$ cat config.mk
export PLATFORM = sky130hd
export DESIGN_NAME = alu_op_scheduler_flat
export DESIGN_NICKNAME = d
export VERILOG_FILES = /design/src/rtl/calc_pkg.sv /design/src/rtl/alu_op_scheduler_if.sv /design/src/rtl/rr_arbiter2.sv /design/src/rtl/alu_op_scheduler.sv /design/src/flat_wrapper.sv
export SDC_FILE = /design/constraint.sdc
export NUM_CORES = 1
export LEC_CHECK = 0
export CAP_MARGIN = 20
export CORE_MARGIN = 2
export CORE_UTILIZATION = 30
export DETAILED_ROUTE_END_ITERATION = 10
export PLACE_DENSITY = 0.62
export SLEW_MARGIN = 20
export SYNTH_ARGS = -nofsm -noshare
export SYNTH_HDL_FRONTEND = slang
export SYNTH_HIERARCHICAL = 1
export SYNTH_SLANG_ARGS = --single-unit
$ cat constraint.sdc
create_clock -name clk -period 6.7 [get_ports clk]
set_input_delay 1.34 -clock clk [delete_from_list [all_inputs] [get_ports clk]]
set_output_delay 1.34 -clock clk [all_outputs]
set_load 0.1 [all_outputs]
$ cat src/rtl/calc_pkg.sv
// Shared definitions for the ALU operation scheduler.
//   - Opcode constants understood by the ALU (one-hot encoded).
//   - Response error codes carried on rsp_err.
//   - Scheduler FSM state encoding.
package calc_pkg;

  localparam logic [3:0] OP_ADD = 4'b0001;
  localparam logic [3:0] OP_MUL = 4'b0010;
  localparam logic [3:0] OP_DIV = 4'b0100;

  localparam logic [1:0] ERR_OK      = 2'b00;
  localparam logic [1:0] ERR_ILLEGAL = 2'b01;
  localparam logic [1:0] ERR_DIV0    = 2'b10;
  localparam logic [1:0] ERR_TIMEOUT = 2'b11;

  typedef enum logic [1:0] {
    StIdle  = 2'd0,
    StIssue = 2'd1,
    StWait  = 2'd2,
    StResp  = 2'd3
  } state_e;

  // Only exact one-hot opcodes are accepted; anything else is rejected.
  function automatic logic is_legal_op(input logic [3:0] op);
    return (op == OP_ADD) || (op == OP_MUL) || (op == OP_DIV);
  endfunction

endpackage

$ cat src/rtl/alu_op_scheduler_if.sv
// Bundle of request, ALU and response signals of the ALU operation scheduler.
//   req0_* / req1_*  : two requesters (valid, operands a/b, opcode, ready pulse)
//   alu_*            : ALU launch strobes, operand/opcode bus, result and done flag
//   rsp_*            : response channel (valid/ready, id, result, error code)
// Modports:
//   slave  : the scheduler's view
//   master : the environment's view (requesters, ALU, response consumer)
interface alu_op_scheduler_if;

  logic       req0_valid;
  logic [3:0] req0_a;
  logic [3:0] req0_b;
  logic [3:0] req0_op;
  logic       req0_ready;

  logic       req1_valid;
  logic [3:0] req1_a;
  logic [3:0] req1_b;
  logic [3:0] req1_op;
  logic       req1_ready;

  logic       alu_sel;
  logic       alu_wr_enable;
  logic [3:0] alu_first_nr;
  logic [3:0] alu_second_nr;
  logic [3:0] alu_operation;
  logic [7:0] alu_result;
  logic       alu_done;

  logic       rsp_valid;
  logic       rsp_ready;
  logic       rsp_id;
  logic [7:0] rsp_result;
  logic [1:0] rsp_err;

  modport slave (
    input  req0_valid, req0_a, req0_b, req0_op,
    output req0_ready,
    input  req1_valid, req1_a, req1_b, req1_op,
    output req1_ready,
    output alu_sel, alu_wr_enable, alu_first_nr, alu_second_nr, alu_operation,
    input  alu_result, alu_done,
    output rsp_valid, rsp_id, rsp_result, rsp_err,
    input  rsp_ready
  );

  modport master (
    output req0_valid, req0_a, req0_b, req0_op,
    input  req0_ready,
    output req1_valid, req1_a, req1_b, req1_op,
    input  req1_ready,
    input  alu_sel, alu_wr_enable, alu_first_nr, alu_second_nr, alu_operation,
    output alu_result, alu_done,
    input  rsp_valid, rsp_id, rsp_result, rsp_err,
    output rsp_ready
  );

endinterface

$ cat src/rtl/rr_arbiter2.sv
// Two-way round-robin arbiter.
//   clk, rst : clock, asynchronous active-high reset
//   req      : request vector, bit N = requester N
//   advance  : the current grant is being taken this cycle
//   gnt      : one-hot grant (zero when no request)
// On a tie the requester not granted last wins; after reset requester 1 counts as
// last granted, so requester 0 wins the first tie.
module rr_arbiter2 (
  input  logic       clk,
  input  logic       rst,
  input  logic [1:0] req,
  input  logic       advance,
  output logic [1:0] gnt
);

  logic last_q, last_d;

  always_comb begin
    gnt = 2'b00;
    unique case (req)
      2'b01:   gnt = 2'b01;
      2'b10:   gnt = 2'b10;
      2'b11:   gnt = last_q ? 2'b01 : 2'b10;
      default: gnt = 2'b00;
    endcase
  end

  always_comb begin
    last_d = last_q;
    if (advance && (gnt != 2'b00)) begin
      last_d = gnt[1];
    end
  end

  always_ff @(posedge clk or posedge rst) begin
    if (rst) begin
      last_q <= 1'b1;
    end else begin
      last_q <= last_d;
    end
  end

endmodule

$ cat src/rtl/alu_op_scheduler.sv
// Schedules commands from two requesters onto a single shared ALU, one at a time.
//   clk, rst : clock, asynchronous active-high reset
//   bus      : scheduler side of alu_op_scheduler_if
//              req0_*/req1_* accepted round-robin with a one-cycle ready pulse,
//              alu_* launch strobes and operand bus, rsp_* valid/ready response.
// Illegal opcodes and divide-by-zero are answered without launching the ALU; an ALU
// that never completes is answered with a timeout after TIMEOUT_CYCLES wait cycles.
module alu_op_scheduler
  import calc_pkg::*;
#(
  parameter int unsigned TIMEOUT_CYCLES = 32
) (
  input logic             clk,
  input logic             rst,
  alu_op_scheduler_if.slave bus
);

  localparam logic [8:0] TimeoutLim = 9'(TIMEOUT_CYCLES);

  state_e     state_q, state_d;
  logic [7:0] cnt_q, cnt_d;
  logic [8:0] cnt_inc;
  logic       id_q, id_d;
  logic [3:0] alu_a_q, alu_a_d;
  logic [3:0] alu_b_q, alu_b_d;
  logic [3:0] alu_op_q, alu_op_d;
  logic       rsp_id_q, rsp_id_d;
  logic [7:0] rsp_result_q, rsp_result_d;
  logic [1:0] rsp_err_q, rsp_err_d;

  logic [1:0] req;
  logic [1:0] gnt;
  logic       take;
  logic [3:0] sel_a, sel_b, sel_op;

  assign req  = {bus.req1_valid, bus.req0_valid};
  assign take = (state_q == StIdle) && (gnt != 2'b00);

  rr_arbiter2 u_arb (
    .clk     (clk),
    .rst     (rst),
    .req     (req),
    .advance (take),
    .gnt     (gnt)
  );

  assign sel_a  = gnt[1] ? bus.req1_a  : bus.req0_a;
  assign sel_b  = gnt[1] ? bus.req1_b  : bus.req0_b;
  assign sel_op = gnt[1] ? bus.req1_op : bus.req0_op;

  assign cnt_inc = {1'b0, cnt_q} + 9'd1;

  // The ALU bus registers double as the latched command: they are loaded only for
  // commands that will actually be launched, so the bus holds its last launched value.
  always_comb begin
    state_d      = state_q;
    cnt_d        = cnt_q;
    id_d         = id_q;
    alu_a_d      = alu_a_q;
    alu_b_d      = alu_b_q;
    alu_op_d     = alu_op_q;
    rsp_id_d     = rsp_id_q;
    rsp_result_d = rsp_result_q;
    rsp_err_d    = rsp_err_q;

    case (state_q)
      StIdle: begin
        if (take) begin
          id_d = gnt[1];
          if (!is_legal_op(sel_op)) begin
            state_d      = StResp;
            rsp_id_d     = gnt[1];
            rsp_result_d = 8'h00;
            rsp_err_d    = ERR_ILLEGAL;
          end else if ((sel_op == OP_DIV) && (sel_b == 4'h0)) begin
            state_d      = StResp;
            rsp_id_d     = gnt[1];
            rsp_result_d = 8'h00;
            rsp_err_d    = ERR_DIV0;
          end else begin
            state_d  = StIssue;
            alu_a_d  = sel_a;
            alu_b_d  = sel_b;
            alu_op_d = sel_op;
          end
        end
      end

      StIssue: begin
        cnt_d   = 8'h00;
        state_d = StWait;
      end

      StWait: begin
        cnt_d = cnt_inc[7:0];
        // cnt_q == 0 marks the first wait cycle, where a done left over from an
        // earlier operation may still be visible.
        if ((cnt_q != 8'h00) && bus.alu_done) begin
          state_d      = StResp;
          rsp_id_d     = id_q;
          rsp_result_d = bus.alu_result;
          rsp_err_d    = ERR_OK;
        end else if (cnt_inc >= TimeoutLim) begin
          state_d      = StResp;
          rsp_id_d     = id_q;
          rsp_result_d = 8'h00;
          rsp_err_d    = ERR_TIMEOUT;
        end
      end

      StResp: begin
        if (bus.rsp_ready) begin
          state_d = StIdle;
        end
      end

      default: state_d = StIdle;
    endcase
  end

  always_ff @(posedge clk or posedge rst) begin
    if (rst) begin
      state_q      <= StIdle;
      cnt_q        <= 8'h00;
      id_q         <= 1'b0;
      alu_a_q      <= 4'h0;
      alu_b_q      <= 4'h0;
      alu_op_q     <= 4'h0;
      rsp_id_q     <= 1'b0;
      rsp_result_q <= 8'h00;
      rsp_err_q    <= 2'b00;
    end else begin
      state_q      <= state_d;
      cnt_q        <= cnt_d;
      id_q         <= id_d;
      alu_a_q      <= alu_a_d;
      alu_b_q      <= alu_b_d;
      alu_op_q     <= alu_op_d;
      rsp_id_q     <= rsp_id_d;
      rsp_result_q <= rsp_result_d;
      rsp_err_q    <= rsp_err_d;
    end
  end

  // The ready pulse is decoded from the live request, so it is masked while reset is
  // held to keep every output quiet during reset.
  assign bus.req0_ready = take && gnt[0] && !rst;
  assign bus.req1_ready = take && gnt[1] && !rst;

  assign bus.alu_sel       = (state_q == StIssue);
  assign bus.alu_wr_enable = (state_q == StIssue);
  assign bus.alu_first_nr  = alu_a_q;
  assign bus.alu_second_nr = alu_b_q;
  assign bus.alu_operation = alu_op_q;

  assign bus.rsp_valid  = (state_q == StResp);
  assign bus.rsp_id     = rsp_id_q;
  assign bus.rsp_result = rsp_result_q;
  assign bus.rsp_err    = rsp_err_q;

endmodule

$ cat src/flat_wrapper.sv
// flat-port wrapper written by rule: the top's interface ports become plain ports
module alu_op_scheduler_flat import calc_pkg::*;
#(
  parameter int unsigned TIMEOUT_CYCLES = 32
)
  (clk, rst, bus_req0_valid, bus_req0_a, bus_req0_b, bus_req0_op, bus_req0_ready, bus_req1_valid, bus_req1_a, bus_req1_b, bus_req1_op, bus_req1_ready, bus_alu_sel, bus_alu_wr_enable, bus_alu_first_nr, bus_alu_second_nr, bus_alu_operation, bus_alu_result, bus_alu_done, bus_rsp_valid, bus_rsp_id, bus_rsp_result, bus_rsp_err, bus_rsp_ready);
  alu_op_scheduler_if bus_i ();
  input logic clk;
  input logic rst;
  input wire logic [$bits(bus_i.req0_valid)-1:0] bus_req0_valid;
  input wire logic [$bits(bus_i.req0_a)-1:0] bus_req0_a;
  input wire logic [$bits(bus_i.req0_b)-1:0] bus_req0_b;
  input wire logic [$bits(bus_i.req0_op)-1:0] bus_req0_op;
  output wire logic [$bits(bus_i.req0_ready)-1:0] bus_req0_ready;
  input wire logic [$bits(bus_i.req1_valid)-1:0] bus_req1_valid;
  input wire logic [$bits(bus_i.req1_a)-1:0] bus_req1_a;
  input wire logic [$bits(bus_i.req1_b)-1:0] bus_req1_b;
  input wire logic [$bits(bus_i.req1_op)-1:0] bus_req1_op;
  output wire logic [$bits(bus_i.req1_ready)-1:0] bus_req1_ready;
  output wire logic [$bits(bus_i.alu_sel)-1:0] bus_alu_sel;
  output wire logic [$bits(bus_i.alu_wr_enable)-1:0] bus_alu_wr_enable;
  output wire logic [$bits(bus_i.alu_first_nr)-1:0] bus_alu_first_nr;
  output wire logic [$bits(bus_i.alu_second_nr)-1:0] bus_alu_second_nr;
  output wire logic [$bits(bus_i.alu_operation)-1:0] bus_alu_operation;
  input wire logic [$bits(bus_i.alu_result)-1:0] bus_alu_result;
  input wire logic [$bits(bus_i.alu_done)-1:0] bus_alu_done;
  output wire logic [$bits(bus_i.rsp_valid)-1:0] bus_rsp_valid;
  output wire logic [$bits(bus_i.rsp_id)-1:0] bus_rsp_id;
  output wire logic [$bits(bus_i.rsp_result)-1:0] bus_rsp_result;
  output wire logic [$bits(bus_i.rsp_err)-1:0] bus_rsp_err;
  input wire logic [$bits(bus_i.rsp_ready)-1:0] bus_rsp_ready;
  assign bus_i.req0_valid = bus_req0_valid;
  assign bus_i.req0_a = bus_req0_a;
  assign bus_i.req0_b = bus_req0_b;
  assign bus_i.req0_op = bus_req0_op;
  assign bus_req0_ready = bus_i.req0_ready;
  assign bus_i.req1_valid = bus_req1_valid;
  assign bus_i.req1_a = bus_req1_a;
  assign bus_i.req1_b = bus_req1_b;
  assign bus_i.req1_op = bus_req1_op;
  assign bus_req1_ready = bus_i.req1_ready;
  assign bus_alu_sel = bus_i.alu_sel;
  assign bus_alu_wr_enable = bus_i.alu_wr_enable;
  assign bus_alu_first_nr = bus_i.alu_first_nr;
  assign bus_alu_second_nr = bus_i.alu_second_nr;
  assign bus_alu_operation = bus_i.alu_operation;
  assign bus_i.alu_result = bus_alu_result;
  assign bus_i.alu_done = bus_alu_done;
  assign bus_rsp_valid = bus_i.rsp_valid;
  assign bus_rsp_id = bus_i.rsp_id;
  assign bus_rsp_result = bus_i.rsp_result;
  assign bus_rsp_err = bus_i.rsp_err;
  assign bus_i.rsp_ready = bus_rsp_ready;
  alu_op_scheduler #(.TIMEOUT_CYCLES(TIMEOUT_CYCLES)) u_core (.clk(clk), .rst(rst), .bus(bus_i));
endmodule
==> impl_metrics.env <==
export IMPL_status="completed"
export IMPL_clock_skew_ns=0.00480
export IMPL_die_area_mm2=0.00727
export IMPL_placed_cell_area_mm2=0.00268
export IMPL_crit_path_end_kind="output port"
export IMPL_path_clk_slew_ns=0.07
export IMPL_core_mm2=0.00639
export IMPL_antenna_found_initial=0
export IMPL_wire_per_inst_um=13.6
export IMPL_post_cts_resized=0
export IMPL_grt_use_total_pct=13.2
export IMPL_htree_levels=2
export IMPL_yosysWarnings=6
export IMPL_synth_cells=186
export IMPL_clock_path_buffers=2
export IMPL_n_fill_cell=640
export IMPL_finalHoldViolCount=0
export IMPL_cp_arrival_ns=3.00
export IMPL_cp_start_kind="input port"
export IMPL_wirelength_mm=4.45
export IMPL_synth_flop_cell="dfrtp_1"
export IMPL_num_rows=29
export IMPL_drcViolationCount=0
export IMPL_synth_seq_cells=35
export IMPL_post_cts_buffers=0
export IMPL_place_congestion=0.820
export IMPL_grt_pass1_wl_mm=7.74
export IMPL_critPathKind="in -> out"
export IMPL_cts_sinks=35
export IMPL_final_cell_area_mm2=0.00277
export IMPL_synth_area_mm2=0.00198
export IMPL_dpl_hpwl_mm=3.36
export IMPL_seq_area_um2=877
export IMPL_grt_pass1_vias=1684
export IMPL_grt_max_degree=22
export IMPL_die_h_um=85.3
export IMPL_p_per_area_mw_per_mm2=508
export IMPL_mostFrequentLayoutCell="clkdlybuf4s50_1"
export IMPL_period_minus_slack_ns=4.34
export IMPL_ant_nets=0
export IMPL_cts_made_buffers=5
export IMPL_async_reset_ff_share_pct=100
export IMPL_leakagePower_nw=1.25
export IMPL_period_share_pct=64.7
export IMPL_drt_iter0_drc=55
export IMPL_crit_fanout=21
export IMPL_max_slew_margin_pct=34.2
export IMPL_rsz0062_at_grt="no"
export IMPL_worst_pin_slew_ns=0.985
export IMPL_setup_violations_final=0
export IMPL_multi_input_area_um2=977
export IMPL_first_pass_iters=4
export IMPL_grt_overflow_total=0
export IMPL_synthToLayoutAreaGrowth_pct=40.0
export IMPL_dr_total_vias=1580
export IMPL_final_cell_mix="63 x clkdlybuf4s50_1, 34 x dfrtp_1, 22 x inv_1"
export IMPL_avgSynthCellArea_um2=10.7
export IMPL_cts_root_buf="clkbuf_8"
export IMPL_clock_latency_ns=0.28
export IMPL_final_util_pct=43.4
export IMPL_finalSetupTns_ns=0
export IMPL_vdd_drop_max_uv=367
export IMPL_synth_cell_types=41
export IMPL_nets=295
export IMPL_power_total_mw=1.41
export IMPL_yosysSeqAreaShare_pct=44.3
export IMPL_initial_core_util_pct=31.0
export IMPL_maxSlewViolCount=0
export IMPL_antennaDiodeCount=0
export IMPL_drive_gt1_share_pct=13.5
export IMPL_port_buffer_count=65
export IMPL_cts_hold_buf=0
export IMPL_hold_class="reg -> reg"
export IMPL_cts_tree="done"
export IMPL_via_per_inst=4.82
export IMPL_ios=66
export IMPL_cp_required_ns=5.36
export IMPL_syn_nets=230
export IMPL_synth_edf_count=0
export IMPL_die_x_um=85.3
export IMPL_fmax_ghz=0.231
export IMPL_cap_viol_max_count=0
[final timing paths]
kind,startpoint,to,slack [ns],cells after the start
worst max-delay path,bus_req1_valid,bus_req1_ready,2.36,4
worst min-delay path,u_core/bus.alu_operation[3],u_core/bus.alu_operation[3],0.50,1
worst max register to register,u_core/u_arb/last_q,u_core/bus.alu_first_nr[3],3.90,7
worst min register to register,u_core/bus.alu_operation[3],u_core/bus.alu_operation[3],0.50,1
max in group asynchronous,rst,u_core/cnt_q[2],4.47,3
min in group asynchronous,rst,u_core/u_arb/last_q,1.38,2
[critical path: stages]
cell             delay [ns]
clkdlybuf4s50_1        0.51
a21boi_4               0.59
and3_1                 0.26
buf_4                  0.29
[kinds of logic after synthesis]
logic type / after synthesis / synth area share (%)
simple gates: 49 / 12.8
mux: 38 / 22.2
flops: 35 / 44.3
buf+inv: 30 / 7.01
compound gates: 25 / 8.65
fa+ha+maj: 6 / 3.79
xor+xnor: 3 / 1.33
[layout make-up]
class,count,share of cell area [%]
clock inverter,1,0.180
multi-input combinational,121,35.2
tap,77,3.47
inverter,22,2.98
timing repair buffer,66,23.5
clock buffer,6,2.98
sequential,35,31.6
[power breakdown]
group          internal [mW]  leakage, nW  total (mW)  switching, mW
Sequential             0.282        0.447       0.327         0.0447
Clock                 0.0807       0.0470       0.155         0.0740
Combinational          0.268        0.760       0.928          0.660
Total                  0.631         1.25        1.41          0.779
[synthesized netlist by cell type, types with 2 or more instances]
cell type	number	area (µm²)
dfrtp_1	34	851
inv_1	22	82.6
nand2_1	16	60.1
mux2i_1	13	130
mux2_2	10	113
nand3_1	8	40.0
mux2_1	7	78.8
nor2_1	7	26.3
ha_1	6	75.1
mux2_4	6	90.1
o21ai_0	6	30.0
and3_1	5	31.3
a21oi_1	4	20.0
buf_6	3	33.8
clkbuf_1	3	11.3
nor3_1	3	15.0
xnor2_1	3	26.3
a22o_1	2	17.5
and2_1	2	12.5
mux2i_2	2	27.5
nor2b_1	2	12.5
nor4_1	2	12.5
o22ai_1	2	12.5
[sequential cells by signal, indices dropped and copies added, names as in the netlist]
register                  count
u_core/bus.alu_first_nr       4
u_core/bus.alu_operation      4
u_core/bus.alu_second_nr      4
u_core/bus.rsp_err            2
u_core/bus.rsp_id             1
u_core/bus.rsp_result         8
u_core/cnt_q                  8
u_core/id_q                   1
u_core/state_q                2
u_core/u_arb/last_q           1
[layer usage]
metal | global-route usage, % | up-vias | wire length, µm
met3 | 3.31 | 6 | 284
met1 | 17.7 | 751 | 2050
met4 | 3.46 | 0 | 43
met5 | 0 | - | 0
li1 | - | 767 | -
met2 | 21.2 | 56 | 2070
[through the flow]
step,cells,setup WS (ns),hold slack [ns]
global route,328,2.27,0.538
detailed placement,321,2.06,0.494
global placement,321,2.09,0.476
finish,328,2.36,0.499
CTS,328,2.08,0.510
floorplan,186,2.18,0.475
No activity file was read; power rests on OpenSTA's default activity.
